$ cat src/rtl/bee_sprite_line.sv
// rtl/bee_sprite_line.sv - per-scanline scaled sprite renderer fed by a synchronous sprite ROM
//
// Purpose:
//   On each line pulse, decide whether the upcoming scanline crosses the
//   sprite. If it does, fetch the matching bitmap row from an external
//   synchronous ROM during horizontal blanking. Then replay that row at
//   sx == sprx, with each source pixel widened SCALE times. Rows are
//   repeated SCALE times vertically because the ROM row is chosen from
//   (line_y - spry) >> SCALE_LOG2.
//
// Ports:
//   clk_pix   in   1          pixel clock, all logic on rising edge
//   rst_pix   in   1          synchronous active-high reset
//   line      in   1          one-cycle pulse, next scanline about to start
//   line_y    in   CORDW      y of the next scanline (valid with line)
//   sx        in   CORDW      current horizontal position
//   sprx      in   CORDW      sprite left x (sampled with line)
//   spry      in   CORDW      sprite top y (sampled with line)
//   rom_addr  out  ROM_ADDRW  sprite row address
//   rom_data  in   SPR_WIDTH  ROM row, one cycle after rom_addr, MSB leftmost
//   pix       out  1          registered sprite pixel
//   drawing   out  1          registered sprite-coverage flag
//
// pix/drawing at cycle t+1 describe the sx presented at cycle t.

module bee_sprite_line #(
  parameter int CORDW      = 10,
  parameter int SPR_WIDTH  = 8,
  parameter int SPR_HEIGHT = 8,
  parameter int SCALE_LOG2 = 1,
  parameter int ROM_ADDRW  = 3
) (
  input  logic                 clk_pix,
  input  logic                 rst_pix,
  input  logic                 line,
  input  logic [CORDW-1:0]     line_y,
  input  logic [CORDW-1:0]     sx,
  input  logic [CORDW-1:0]     sprx,
  input  logic [CORDW-1:0]     spry,
  output logic [ROM_ADDRW-1:0] rom_addr,
  input  logic [SPR_WIDTH-1:0] rom_data,
  output logic                 pix,
  output logic                 drawing
);

  localparam int SCALE       = 1 << SCALE_LOG2;
  localparam int SCW         = (SCALE_LOG2 > 0) ? SCALE_LOG2 : 1;
  localparam int BCW         = (SPR_WIDTH > 1) ? $clog2(SPR_WIDTH) : 1;
  localparam int ROWS_SCALED = SPR_HEIGHT << SCALE_LOG2;

  localparam logic signed [CORDW:0] ROWS_LIM  = ROWS_SCALED[CORDW:0];
  localparam logic [SCW-1:0]        SCALE_MAX = SCW'(SCALE - 1);
  localparam logic [BCW-1:0]        BIT_MAX   = BCW'(SPR_WIDTH - 1);

  typedef enum logic [2:0] {
    IDLE,
    FETCH,
    LOAD,
    WAIT_POS,
    DRAW
  } state_t;

  state_t                state, state_d;
  logic [CORDW-1:0]      spr_x_r, spr_x_d;
  logic [SPR_WIDTH-1:0]  shreg, shreg_d;
  logic [BCW-1:0]        bit_cnt, bit_cnt_d;
  logic [SCW-1:0]        scale_cnt, scale_cnt_d;
  logic [ROM_ADDRW-1:0]  rom_addr_d;
  logic                  pix_d, drawing_d;
  logic                  emit;

  // One extra bit keeps the subtraction signed, so a sprite that starts
  // below the current line yields a negative dy and never matches.
  logic signed [CORDW:0] dy;
  logic                  row_hit;

  assign dy      = $signed({1'b0, line_y}) - $signed({1'b0, spry});
  assign row_hit = !dy[CORDW] && (dy < ROWS_LIM);

  always_comb begin
    state_d     = state;
    spr_x_d     = spr_x_r;
    shreg_d     = shreg;
    bit_cnt_d   = bit_cnt;
    scale_cnt_d = scale_cnt;
    rom_addr_d  = rom_addr;
    pix_d       = 1'b0;
    drawing_d   = 1'b0;
    emit        = 1'b0;

    if (line) begin
      // A line pulse restarts the row from any state.
      spr_x_d = sprx;
      if (row_hit) begin
        rom_addr_d = ROM_ADDRW'(dy >> SCALE_LOG2);
        state_d    = FETCH;
      end else begin
        state_d = IDLE;
      end
    end else begin
      case (state)
        IDLE: begin
          state_d = IDLE;
        end
        FETCH: begin
          // ROM data for the new address shows up next cycle.
          state_d = LOAD;
        end
        LOAD: begin
          shreg_d     = rom_data;
          bit_cnt_d   = '0;
          scale_cnt_d = '0;
          state_d     = WAIT_POS;
        end
        WAIT_POS: begin
          // The matching cycle already produces the first output pixel.
          if (sx == spr_x_r) begin
            state_d = DRAW;
            emit    = 1'b1;
          end
        end
        DRAW: begin
          emit = 1'b1;
        end
        default: begin
          state_d = IDLE;
        end
      endcase
    end

    if (emit) begin
      drawing_d = 1'b1;
      pix_d     = shreg[SPR_WIDTH-1];
      if (scale_cnt == SCALE_MAX) begin
        scale_cnt_d = '0;
        shreg_d     = shreg << 1;
        bit_cnt_d   = bit_cnt + BCW'(1);
        if (bit_cnt == BIT_MAX) begin
          state_d = IDLE;
        end
      end else begin
        scale_cnt_d = scale_cnt + SCW'(1);
      end
    end
  end

  always_ff @(posedge clk_pix) begin
    if (rst_pix) begin
      state     <= IDLE;
      spr_x_r   <= '0;
      shreg     <= '0;
      bit_cnt   <= '0;
      scale_cnt <= '0;
      rom_addr  <= '0;
      pix       <= 1'b0;
      drawing   <= 1'b0;
    end else begin
      state     <= state_d;
      spr_x_r   <= spr_x_d;
      shreg     <= shreg_d;
      bit_cnt   <= bit_cnt_d;
      scale_cnt <= scale_cnt_d;
      rom_addr  <= rom_addr_d;
      pix       <= pix_d;
      drawing   <= drawing_d;
    end
  end

endmodule
$ cat config.mk
export PLATFORM = sky130hd
export DESIGN_NAME = bee_sprite_line
export DESIGN_NICKNAME = d
export VERILOG_FILES = /design/src/rtl/bee_sprite_line.sv
export SDC_FILE = /design/constraint.sdc
export NUM_CORES = 1
export LEC_CHECK = 0
export BUFFER_PORTS_ARGS = -buffer_cell sky130_fd_sc_hd__buf_4
export CAP_MARGIN = 20
export CORE_MARGIN = 3
export CORE_UTILIZATION = 47
export CTS_BUF_LIST = sky130_fd_sc_hd__clkbuf_8
export CTS_CLUSTER_SIZE = 40
export DETAILED_ROUTE_END_ITERATION = 10
export PLACE_DENSITY = 0.84
export SLEW_MARGIN = 5
export SYNTH_ARGS = -nofsm -noshare
export SYNTH_HDL_FRONTEND = slang
export SYNTH_SLANG_ARGS = --single-unit
$ cat constraint.sdc
create_clock -name clk_pix -period 6.6 [get_ports clk_pix]
set_input_delay 0.99 -clock clk_pix [delete_from_list [all_inputs] [get_ports clk_pix]]
set_output_delay 0.99 -clock clk_pix [all_outputs]
set_load 0.03 [all_outputs]
After elaboration in Yosys (flattened, before gate mapping)
Cells that the tools add are included.
- mux-type cells: 23
- bitwise logic cells: 1
- add/subtract/negate cells: 3
- magnitude comparators: 1
- reductions and logical operators: 6
- eq/ne operators: 7
- operator list (kind ; count):
    $mux W8 ; 4
    $mux W3 ; 9
    $pmux W3 S4 ; 1
    $lt A11 B6 Y1 const B ; 1
    $sub A10 B10 Y11 ; 1
    $eq A10 B10 Y1 ; 1
    $mux W1 ; 8
    $eq A3 B2 Y1 const B ; 2
    $eq A3 B3 Y1 const B ; 2
    $reduce_and A2 Y1 ; 2
    $add A3 B1 Y3 const B ; 1
    $eq A3 B1 Y1 const B ; 1
    $ne A2 B1 Y1 const B ; 1
    $pmux W1 S2 ; 1
    $reduce_bool A2 Y1 ; 1
    $reduce_or A2 Y1 ; 1
    $add A1 B1 Y1 const B ; 1
    $logic_and A1 B1 Y1 ; 1
    $logic_not A1 Y1 ; 1
    $not A1 Y1 ; 1
- register bits after elaboration: 30
- logic and storage cells: 49
- input port bits: 51
- output and inout bits: 5

Logic depth before layout (Yosys ltp)
Gate-level depths: netlist of run 1.
- depth in word-level cells: 8
- depth in mapped cells: 10
- mapped depth without buffers: 9

Least setup slack after synthesis of run 1
No wires, ideal clock.
- kind: input to register
- start: input port spry[0]
- end: register rom_addr[2]
- buffers on the path: 0
- path slack: 3688 ps
- arrival: 2797 ps
- stages: 9
- required time: 6484 ps
- library setup time: 116 ps
- cells stage by stage: nor2b_1 fa_1 nand2b_1 a21oi_1 a2111oi_0 nor4_2 nand3_2 or2_4 a31o_1
- longest elaborated chain between the ends: 4
- ends and longest elaborated chain (what ; line ; source):
    start: declaration ; 39 ; input logic [CORDW-1:0] spry,
    $sub A10 B10 Y11 * ; 77 ; assign dy = $signed({1'b0, line_y}) - $signed({1'b0, spry});
    $lt A11 B6 Y1 or $logic_not A1 Y1 (tied branches) ; 78 ; assign row_hit = !dy[CORDW] && (dy < ROWS_LIM);
    $logic_and A1 B1 Y1 ; 78 ;
    $reduce_and A2 Y1 (no line) ; -- ;
    end signal: assignment ; 163 ; rom_addr <= rom_addr_d;
    end: declaration ; 40 ; output logic [ROM_ADDRW-1:0] rom_addr,
Mark *: on every way between the ends. The rest lies on a longest branch, timed or not.
A chain may end at the register's enable or synchronous reset.

Worst setup path in the final report of run 1
- start: input port spry[0]
- end: register rom_addr[0]
The elaborated chain is that of the path after synthesis.

==> summary.txt, run 1 <==
Status
  – Outcome: completed

Synthesis
  – Seq cells post-synth: 30
  – Net Count, Synth: 280
  – Post-synthesis sequential area ratio: 33.6%
  – Most numerous cell in the Yosys netlist: dfxtp_1
  – Gate Count Post-Synth: 217
  – Synth top cells by count: 30 x dfxtp_1, 28 x nor2_1, 23 x nand2_1
  – Number of unique standard cell types used by synthesis: 43
  – Yosys top cell by area: dfxtp_1
  – Yosys warnings: 0
  – Top cells by area, synth: dfxtp_1 34%, ha_1 7.7%, mux2i_1 6.2%, nor2_1 5.9%, xnor2_1 5.9%
  – Synth top area share: 33.6%
  – Syn_area_per_cell: 8.23 sq um
  – Asr flop ratio synth: 0%
  – EDFF count, synth: 0
  – Synth Flop Type: dfxtp_1
  – Post-Synthesis Cell Area: 1790 sq um

STA
  – Clock skew: 0.00389 ns
  – Max-slew violations: 0
  – Worst Max-Slew Pin Slew: 0.594 ns
  – Min cycle time layout: 2.93 ns
  – Hold Fails Final Rpt: 0
  – Unrepaired setup endpoints after global routing: false
  – Fmax: 0.341 GHz
  – Fin crit share: 44.4%
  – Normalized max-slew margin: 59.4%
  – Setup violators final: 0
  – Final setup TNS: 0 ns

Final layout
  – N_diodes: 0
  – Fillers: 307
  – Nets: 336
  – Share of cells above drive strength 1: 24.5%
  – Fin util: 66.2%
  – Area delta synth->final: 29.4%

Place
  – PortBufs: 55
  – Hpwl dp: 2950 um
  – Placer Congestion: 0.864

Clock network
  – # hold bufs at CTS: 0
  – CTS tree: yes
  – Clock Tree Root: clkbuf_8
  – Post-CTS Resized: 0
  – TritonCTS Sinks: 30
  – TritonCTS buffer count: 5
  – Post-CTS setup buffer count: 0
  – Insertion delay to the later sink of the worst-skew pair: 0.27 ns
  – Clk slew on worst S/H paths: 0.06 ns
  – Clk buf depth: 2
  – H-tree depth: 2

Drt
  – Via-per-instance ratio: 5.15
  – 1st-iter DRT viols: 75
  – Final antenna-violating net count: 0
  – Pre-Repair DR Iteration Count: 4
  – DR WL/cell: 11.9 um
  – Final routed DRC violation total: 0
  – Via Count: 1,644
  – DRT Wirelength: 3810 um

Power
  – Leak pwr: 1.05 nW
  – Combinational share of power: 21.8%
  – P_int: 0.000301 W
  – Sequential Power Share: 46.3%
  – Peak supply drop: 0.118 mV
  – Net Sw Frac: 25.7%
  – Power density cells: 175 nW/um^2
  – Sw power: 0.000104 W
  – Clock power share: 31.9%

Critical path
  – CP arrival: 3.09 ns
  – CP Class: input pin to flop
  – CP max FO: 4
  – Worst Setup Start Kind: input pin
  – CP Data Required Time: 6.76 ns
  – Worst setup path end: rom_addr[0]
  – Worst R2R End: bit_cnt[0]
  – Flop2flop setup slack: 4.84 ns
  – R2R depth: 8
  – Reg2reg start: spr_x_r[8]
  – Critical Path End Type: flop
  – Crit. Startpoint: spry[0]

Floorplanning
  – # IOs: 56
  – Starting Density: 51.1%
  – Die Y: 67.7 um
  – # rows: 21
  – Die ar.: 4580 sq um
  – Core Region: 3490 sq um
  – Die X: 67.7 um

Global route
  – Largest net degree at the start of global routing: 30
  – Initial antenna violation count: 0
  – First-pass GRT wire length: 6200 um
  – GR Overflow Total: 0
  – Vias in the first global route: 1,509
  – Total track usage: 17.7%

Hold path
  – Worst hold-check path type: flop to flop
  – Hold Path Stages: 1

Job
  – Max Cap Viol: 0
==> cells by family (layout without fill, tap and decap cells) <==
logic type / after synthesis / in the layout / share of synthesized area [%]
muxes: 11 / 11 / 6.16
AOI/OAI and AO/OA: 41 / 41 / 16.7
and+or+nand+nor: 83 / 83 / 22.0
adders and majority gates: 12 / 12 / 8.82
xor gates and xnor gates: 15 / 15 / 7.35
DFF: 30 / 30 / 33.6
buffers and inverters: 25 / 81 / 5.39
==> power groups by stage <==
stage / registers (W) / logic [W] / clock network [W]
2_1_floorplan: 0.000191 / 0.0000543 / 0
3_3_place_gp: 0.000191 / 0.0000861 / 0
3_5_place_dp: 0.000191 / 0.0000880 / 0
4_1_cts: 0.000188 / 0.0000886 / 0.000133
5_1_grt: 0.000188 / 0.0000983 / 0.000142
6_report: 0.000188 / 0.0000881 / 0.000129
==> cell usage in the layout, fill, tap and decap left out, types with 2 or more instances in the layout <==
cell       n
nand3_1    8
inv_1     20
nor3_1     2
xor2_1     3
nor4_1     4
a311oi_1   7
nor2_1    28
a31o_1     3
xnor2_1   12
nor2b_1    5
nand2b_1   3
buf_4     56
nand2_1   23
o21bai_1   2
nand4_1    2
o21a_1     4
o21ai_0    4
and2_1     2
ha_1      11
mux2i_1   11
clkbuf_8   5
a21oi_1   10
dfxtp_1   30
==> stage by stage <==
| step | worst slack [ns] | hold WS [ns] | area [sq um] | total power [W] | cells |
|---|---|---|---|---|---|
| after floorplan | 3.69 | 0.430 | 1790 | 0.000246 | 217 |
| after global placement | 3.50 | 0.459 | 2230 | 0.000277 | 311 |
| after detailed placement | 3.39 | 0.473 | 2230 | 0.000280 | 311 |
| after CTS | 3.67 | 0.485 | 2300 | 0.000409 | 318 |
| after global routing | 3.57 | 0.505 | 2310 | 0.000428 | 319 |
| final | 3.67 | 0.479 | 2310 | 0.000405 | 319 |
==> layout make-up <==
class                           instances  area, sq um  share of cell area [%]
Timing Repair Buffer                   56          420                    18.2
Clock inverter                          2         7.51                   0.325
Clock buffer                            5         68.8                    2.98
Sequential cell                        30          601                    26.0
Tap cell                               46         57.6                    2.49
Multi-Input combinational cell        162         1090                    47.1
Inverter                               18         67.6                    2.92
==> sequential cells by signal (all words and copies together), names as in the netlist <==
name,flops
bit_cnt,3
drawing,1
pix,1
rom_addr,3
scale_cnt,1
shreg,8
spr_x_r,10
state,3
==> routing by layer <==
metal | vias up | wire (um) | global-route usage (%) | share of wire, %
li1 | 862 | - | - | -
met1 | 741 | 1840 | 22.8 | 48
met2 | 39 | 1730 | 29.2 | 45
met3 | 2 | 227 | 4.99 | 6.0
met4 | 0 | 6 | 3.80 | 0.16
met5 | - | 0 | 0 | 0
==> critical path: stages <==
cell       delay, ns
buf_4           0.10
nor2b_1         0.14
fa_1            0.39
nand2b_1        0.21
a21oi_1         0.16
a2111oi_0       0.10
nor4_2          0.34
nand3_2         0.15
or2_4           0.30
a31o_1          0.22
==> how the worst min path moves through the flow <==
stage                  to  slack, ns  startpoint
2_1_floorplan         pix       0.43    shreg[7]
3_3_place_gp   bit_cnt[2]       0.46  bit_cnt[2]
3_5_place_dp          pix       0.47    shreg[7]
4_1_cts               pix       0.49    shreg[7]
5_1_grt               pix       0.51    shreg[7]
6_report              pix       0.48    shreg[7]
No activity file was read; power rests on OpenSTA's default activity.
==> run 2, diff against run 1 <==
Settings changed: PLACE_DENSITY 0.84 to 0.87.
Clock period 6.6 ns to 2.4 ns, I/O delays scaled along.
==> run 2 against run 1 <==
Non-clock buffer count grew 2. Clock power grew to 3.1 times the previous value. Global-route usage grew 0.069 points. Count of clock-buffer cells in the layout grew 1. Largest power group unchanged. Utilization grew 0.86 points. Highest routed layer unchanged.
==> summary.txt, run 2 (same netlist as run 1, synthesis figures left out) <==
Final layout
  – Share of cells above drive strength 1: 25.7%
  – Max reg flops: 10
  – N_diodes: 0
  – Reg with most FFs: spr_x_r
  – Regs by FF count: spr_x_r: 10 flops, shreg: 8 flops
  – Most frequent cells in the layout: 58 x buf_4, 30 x dfxtp_1, 28 x nor2_1
  – Fin util: 67.0%
  – Finished Cell Area: 2340 sq um
  – Nets: 338
  – Area delta synth->final: 31.1%
  – Commonest non-fill, non-tap cell in the layout: buf_4
  – Fillers: 308

Floorplanning
  – Starting Density: 51.1%
  – Die ar.: 4580 sq um
  – # rows: 21
  – Die X: 67.7 um
  – Die Y: 67.7 um
  – # IOs: 56
  – Core Region: 3490 sq um

Job
  – Max Cap Viol: 0

Global route
  – Vias in the first global route: 1,493
  – Initial antenna violation count: 0
  – Largest net degree at the start of global routing: 30
  – Total track usage: 17.7%
  – First-pass GRT wire length: 6090 um
  – GR Overflow Total: 0

STA
  – Fmax: 0.456 GHz
  – Max-slew violations: 0
  – Worst Max-Slew Pin Slew: 0.568 ns
  – Fin crit share: 91.4%
  – Unrepaired setup endpoints after global routing: false
  – Clock skew: 0.00425 ns
  – Hold slack: 0.319 ns
  – Setup violators final: 0
  – Hold Fails Final Rpt: 0
  – Min cycle time layout: 2.19 ns
  – Normalized max-slew margin: 62.0%

Drt
  – DR WL/cell: 12.0 um
  – Pre-Repair DR Iteration Count: 4
  – 1st-iter DRT viols: 68
  – Final antenna-violating net count: 0
  – DRT Wirelength: 3850 um
  – Final routed DRC violation total: 0
  – Via Count: 1,670
  – Via-per-instance ratio: 5.19

Power
  – Peak supply drop: 0.372 mV
  – Total Power: 0.00116 W
  – Leak pwr: 1.06 nW
  – Power density cells: 494 nW/um^2

Hold path
  – Worst Hold Launch: sprx[7]
  – Hold Path Stages: 3
  – Worst hold-check path type: input pin to flop
  – Hold Path End: spr_x_r[7]

Critical path
  – Critical Path End Type: flop
  – Flop2flop setup slack: 0.66 ns
  – Reg2reg start: spr_x_r[9]
  – CP Data Required Time: 2.57 ns
  – CP arrival: 2.36 ns
  – CP Class: input pin to flop
  – R2R depth: 7
  – Worst Setup Start Kind: input pin
  – CP max FO: 4
  – Worst R2R End: bit_cnt[1]

Clock network
  – Insertion delay to the later sink of the worst-skew pair: 0.28 ns
  – Clk buf depth: 2
  – Post-CTS setup buffer count: 0
  – # hold bufs at CTS: 0
  – TritonCTS Sinks: 30
  – TritonCTS buffer count: 5
  – CTS tree: yes
  – Clock Tree Root: clkbuf_8
  – Clk slew on worst S/H paths: 0.06 ns
  – H-tree depth: 2
  – Post-CTS Resized: 0

Place
  – Hpwl dp: 2950 um
  – Placer Congestion: 0.851
  – Total placed instance area: 2250 sq um
  – PortBufs: 55

Status
  – Outcome: completed
-- run 2: changes by cell type in the layout (fill, tap and decap cells not counted) --
cell,change
inv_1,-1
clkinv_2,+1
buf_4,+2
clkbuf_8,+1
-- run 2: where the power goes --
| part | switching [W] | internal (W) |
|---|---|---|
| Sequential | 0.00000705 | 0.000509 |
| Combinational | 0.000115 | 0.000129 |
| Clock | 0.000172 | 0.000226 |
| Total | 0.000293 | 0.000865 |
-- run 2: through the flow --
| step | std cells | worst slack [ns] | TNS [ns] |
|---|---|---|---|
| finish | 322 | 0.205 | 0 |
| detailed placement | 314 | -0.0791 | -0.201 |
| CTS | 322 | 0.211 | 0 |
| floorplan | 217 | 0.118 | 0 |
| global placement | 314 | -0.0118 | -0.0327 |
| global route | 322 | 0.0432 | 0 |
-- run 2: layout make-up --
class	count	area, sq um	share of cell area [%]
Multi-Input combinational cell	162	1090	46.5
Clock inverter	2	8.76	0.374
Timing Repair Buffer	58	435	18.6
Sequential cell	30	601	25.6
Clock buffer	6	82.6	3.53
Inverter	18	67.6	2.88
Tap cell	46	57.6	2.46
-- run 2: routing by layer --
metal  vias up  wire length (um)  global-route usage (%)
li1        868                 -                       -
met1       748              1700                    21.5
met2        48              1820                    28.4
met3         6               270                    6.49
met4         0                55                    6.84
met5         -                 0                       0
-- run 2: worst max-delay path by stage --
stage             from           to  slack, ns  cells past startpoint
3_3_place_gp   spry[0]  rom_addr[2]      -0.01                     10
4_1_cts        spry[0]  rom_addr[1]       0.21                     10
2_1_floorplan  spry[0]  rom_addr[2]       0.12                      9
5_1_grt        spry[0]  rom_addr[1]       0.04                     11
3_5_place_dp   spry[0]  rom_addr[1]      -0.08                     10
6_report       spry[0]  rom_addr[1]       0.21                     10
-- run 2: critical path, cell delays in order --
cell and delay [ns]:
buf_4 0.10, nor2b_1 0.14, fa_1 0.38, nand2b_1 0.21, a21oi_1 0.15, a2111oi_0 0.09
nor4_2 0.32, nand3_2 0.10, or2_4 0.29, a31o_1 0.23
==> run 3, diff against run 2 <==
Settings changed: PLACE_DENSITY 0.87 to 0.84.
Clock period 2.4 ns to 2.7 ns, I/O delays scaled along.
==> run 3 against run 2 <==
Critical path depth did not move. Power fell by 11%. Count of clock-buffer cells in the layout did not move. Worst hold slack improved by 0.047 ns. Sequential share of layout area rose by 0.17 points. Combinational power fell by 12%. Largest power group unchanged. Clock power fell by 9.3%. Global-route usage rose by 0.16 points. Cell area fell by 0.64%. Utilization fell by 0.43 points.
==> summary.txt, run 3 (same netlist as run 1, synthesis figures left out) <==
Status
  – Outcome: completed

Place
  – Placer Congestion: 0.863
  – Total placed instance area: 2230 sq um
  – PortBufs: 55
  – Hpwl dp: 2920 um

Clock network
  – Insertion delay to the later sink of the worst-skew pair: 0.28 ns
  – Post-CTS setup buffer count: 0
  – TritonCTS buffer count: 5
  – CTS tree: yes
  – Clock Tree Root: clkbuf_8
  – Clk buf depth: 2
  – H-tree depth: 2
  – Clk slew on worst S/H paths: 0.06 ns
  – Post-CTS Resized: 0
  – TritonCTS Sinks: 30
  – # hold bufs at CTS: 0

STA
  – Max-slew violations: 0
  – Fmax: 0.424 GHz
  – Min cycle time layout: 2.36 ns
  – Hold Fails Final Rpt: 0
  – Clock skew: 0.00662 ns
  – Setup violators final: 0
  – Final setup TNS: 0 ns
  – Worst Max-Slew Pin Slew: 0.605 ns
  – Normalized max-slew margin: 58.6%
  – Unrepaired setup endpoints after global routing: false
  – Fin crit share: 87.4%

Final layout
  – Reg with most FFs: spr_x_r
  – Share of cells above drive strength 1: 25.2%
  – Nets: 336
  – N_diodes: 0
  – Most frequent cells in the layout: 56 x buf_4, 30 x dfxtp_1, 28 x nor2_1
  – Commonest non-fill, non-tap cell in the layout: buf_4
  – Finished Cell Area: 2330 sq um
  – Regs by FF count: spr_x_r: 10 flops, shreg: 8 flops
  – Max reg flops: 10
  – Area delta synth->final: 30.3%

Global route
  – Vias in the first global route: 1,514
  – GR Overflow Total: 0
  – GR Util met3: 3.66%
  – M2 GR Usage: 27.9%
  – Largest net degree at the start of global routing: 30
  – Met1 Track Usage GR: 23.5%
  – Total track usage: 17.9%
  – First-pass GRT wire length: 6200 um
  – GRT busiest layer: met2
  – Initial antenna violation count: 0

Drt
  – Final antenna-violating net count: 0
  – DRT Wirelength: 3880 um
  – DR WL/cell: 12.1 um
  – Via Count: 1,634
  – Pre-Repair DR Iteration Count: 4
  – 1st-iter DRT viols: 77
  – Via-per-instance ratio: 5.11
  – Final routed DRC violation total: 0

Critical path
  – CP Class: input pin to flop
  – CP arrival: 2.53 ns
  – CP Cell Sequence: buf_4, nor2b_1, fa_1, nand2b_1, a21oi_1, a2111oi_0, nor4_2, nand3_2, or2_4, a31o_1
  – Critical Path End Type: flop
  – Worst Setup Start Kind: input pin
  – CP delay by family, top: simple AND/OR/NAND/NOR gates
  – CP Data Required Time: 2.87 ns
  – Flop2flop setup slack: 0.97 ns
  – CP max stage delay: 0.39 ns
  – CP Buf/Inv Count: 1
  – CP max FO: 4
  – CP max stage cell: fa_1

Floorplanning
  – Core Region: 3490 sq um
  – # rows: 21
  – Die ar.: 4580 sq um
  – Die X: 67.7 um
  – # IOs: 56
  – Die Y: 67.7 um
  – Starting Density: 51.1%

Hold path
  – Worst hold-check path type: input pin to flop

Job
  – Max Cap Viol: 0

Power
  – Total Power: 0.00103 W
  – Power density cells: 444 nW/um^2
  – Peak supply drop: 0.285 mV
  – Leak pwr: 1.05 nW
[run 3: per-layer routing]
layer	up-vias	share of wire, %
li1	863	-
met5	-	0
met3	5	5.8
met2	43	45
met4	0	1.3
met1	723	48
[run 3: worst paths after layout]
check                   from     endpoint  cells after the start
setup reg to reg  spr_x_r[8]   bit_cnt[1]                      7
hold / removal       sprx[5]   spr_x_r[5]                      3
hold reg to reg     shreg[7]          pix                      1
setup / recovery     spry[0]  rom_addr[1]                     10
[run 3: metrics by stage]
step | worst slack [ns] | cells | hold WS (ns) | util [%]
final | 0.341 | 320 | 0.366 | 66.6
after global routing | 0.305 | 320 | 0.378 | 66.6
after CTS | 0.368 | 319 | 0.360 | 66.4
after detailed placement | 0.0828 | 311 | 0.472 | 63.8
after global placement | 0.185 | 311 | 0.459 | 63.8
after floorplan | 0.373 | 217 | 0.430 | -
[run 3: tightest hold or removal path: stages]
cell and delay [ns]:
buf_4 0.08, mux2i_1 0.05, nor2_1 0.07
[run 3: where the power goes]
| group | total [W] | switching, W | internal, W |
|---|---|---|---|
| Clock | 0.000361 | 0.000159 | 0.000201 |
| Combinational | 0.000215 | 0.000102 | 0.000113 |
| Sequential | 0.000458 | 0.00000614 | 0.000452 |
[run 3: layout make-up]
cell class                      instances  area [sq um]
Inverter                               18          67.6
Fill cell                             305          1170
Tap cell                               46          57.6
Multi-Input combinational cell        162          1090
Sequential cell                        30           601
Timing Repair Buffer                   56           420
Clock inverter                          2          8.76
Clock buffer                            6          82.6
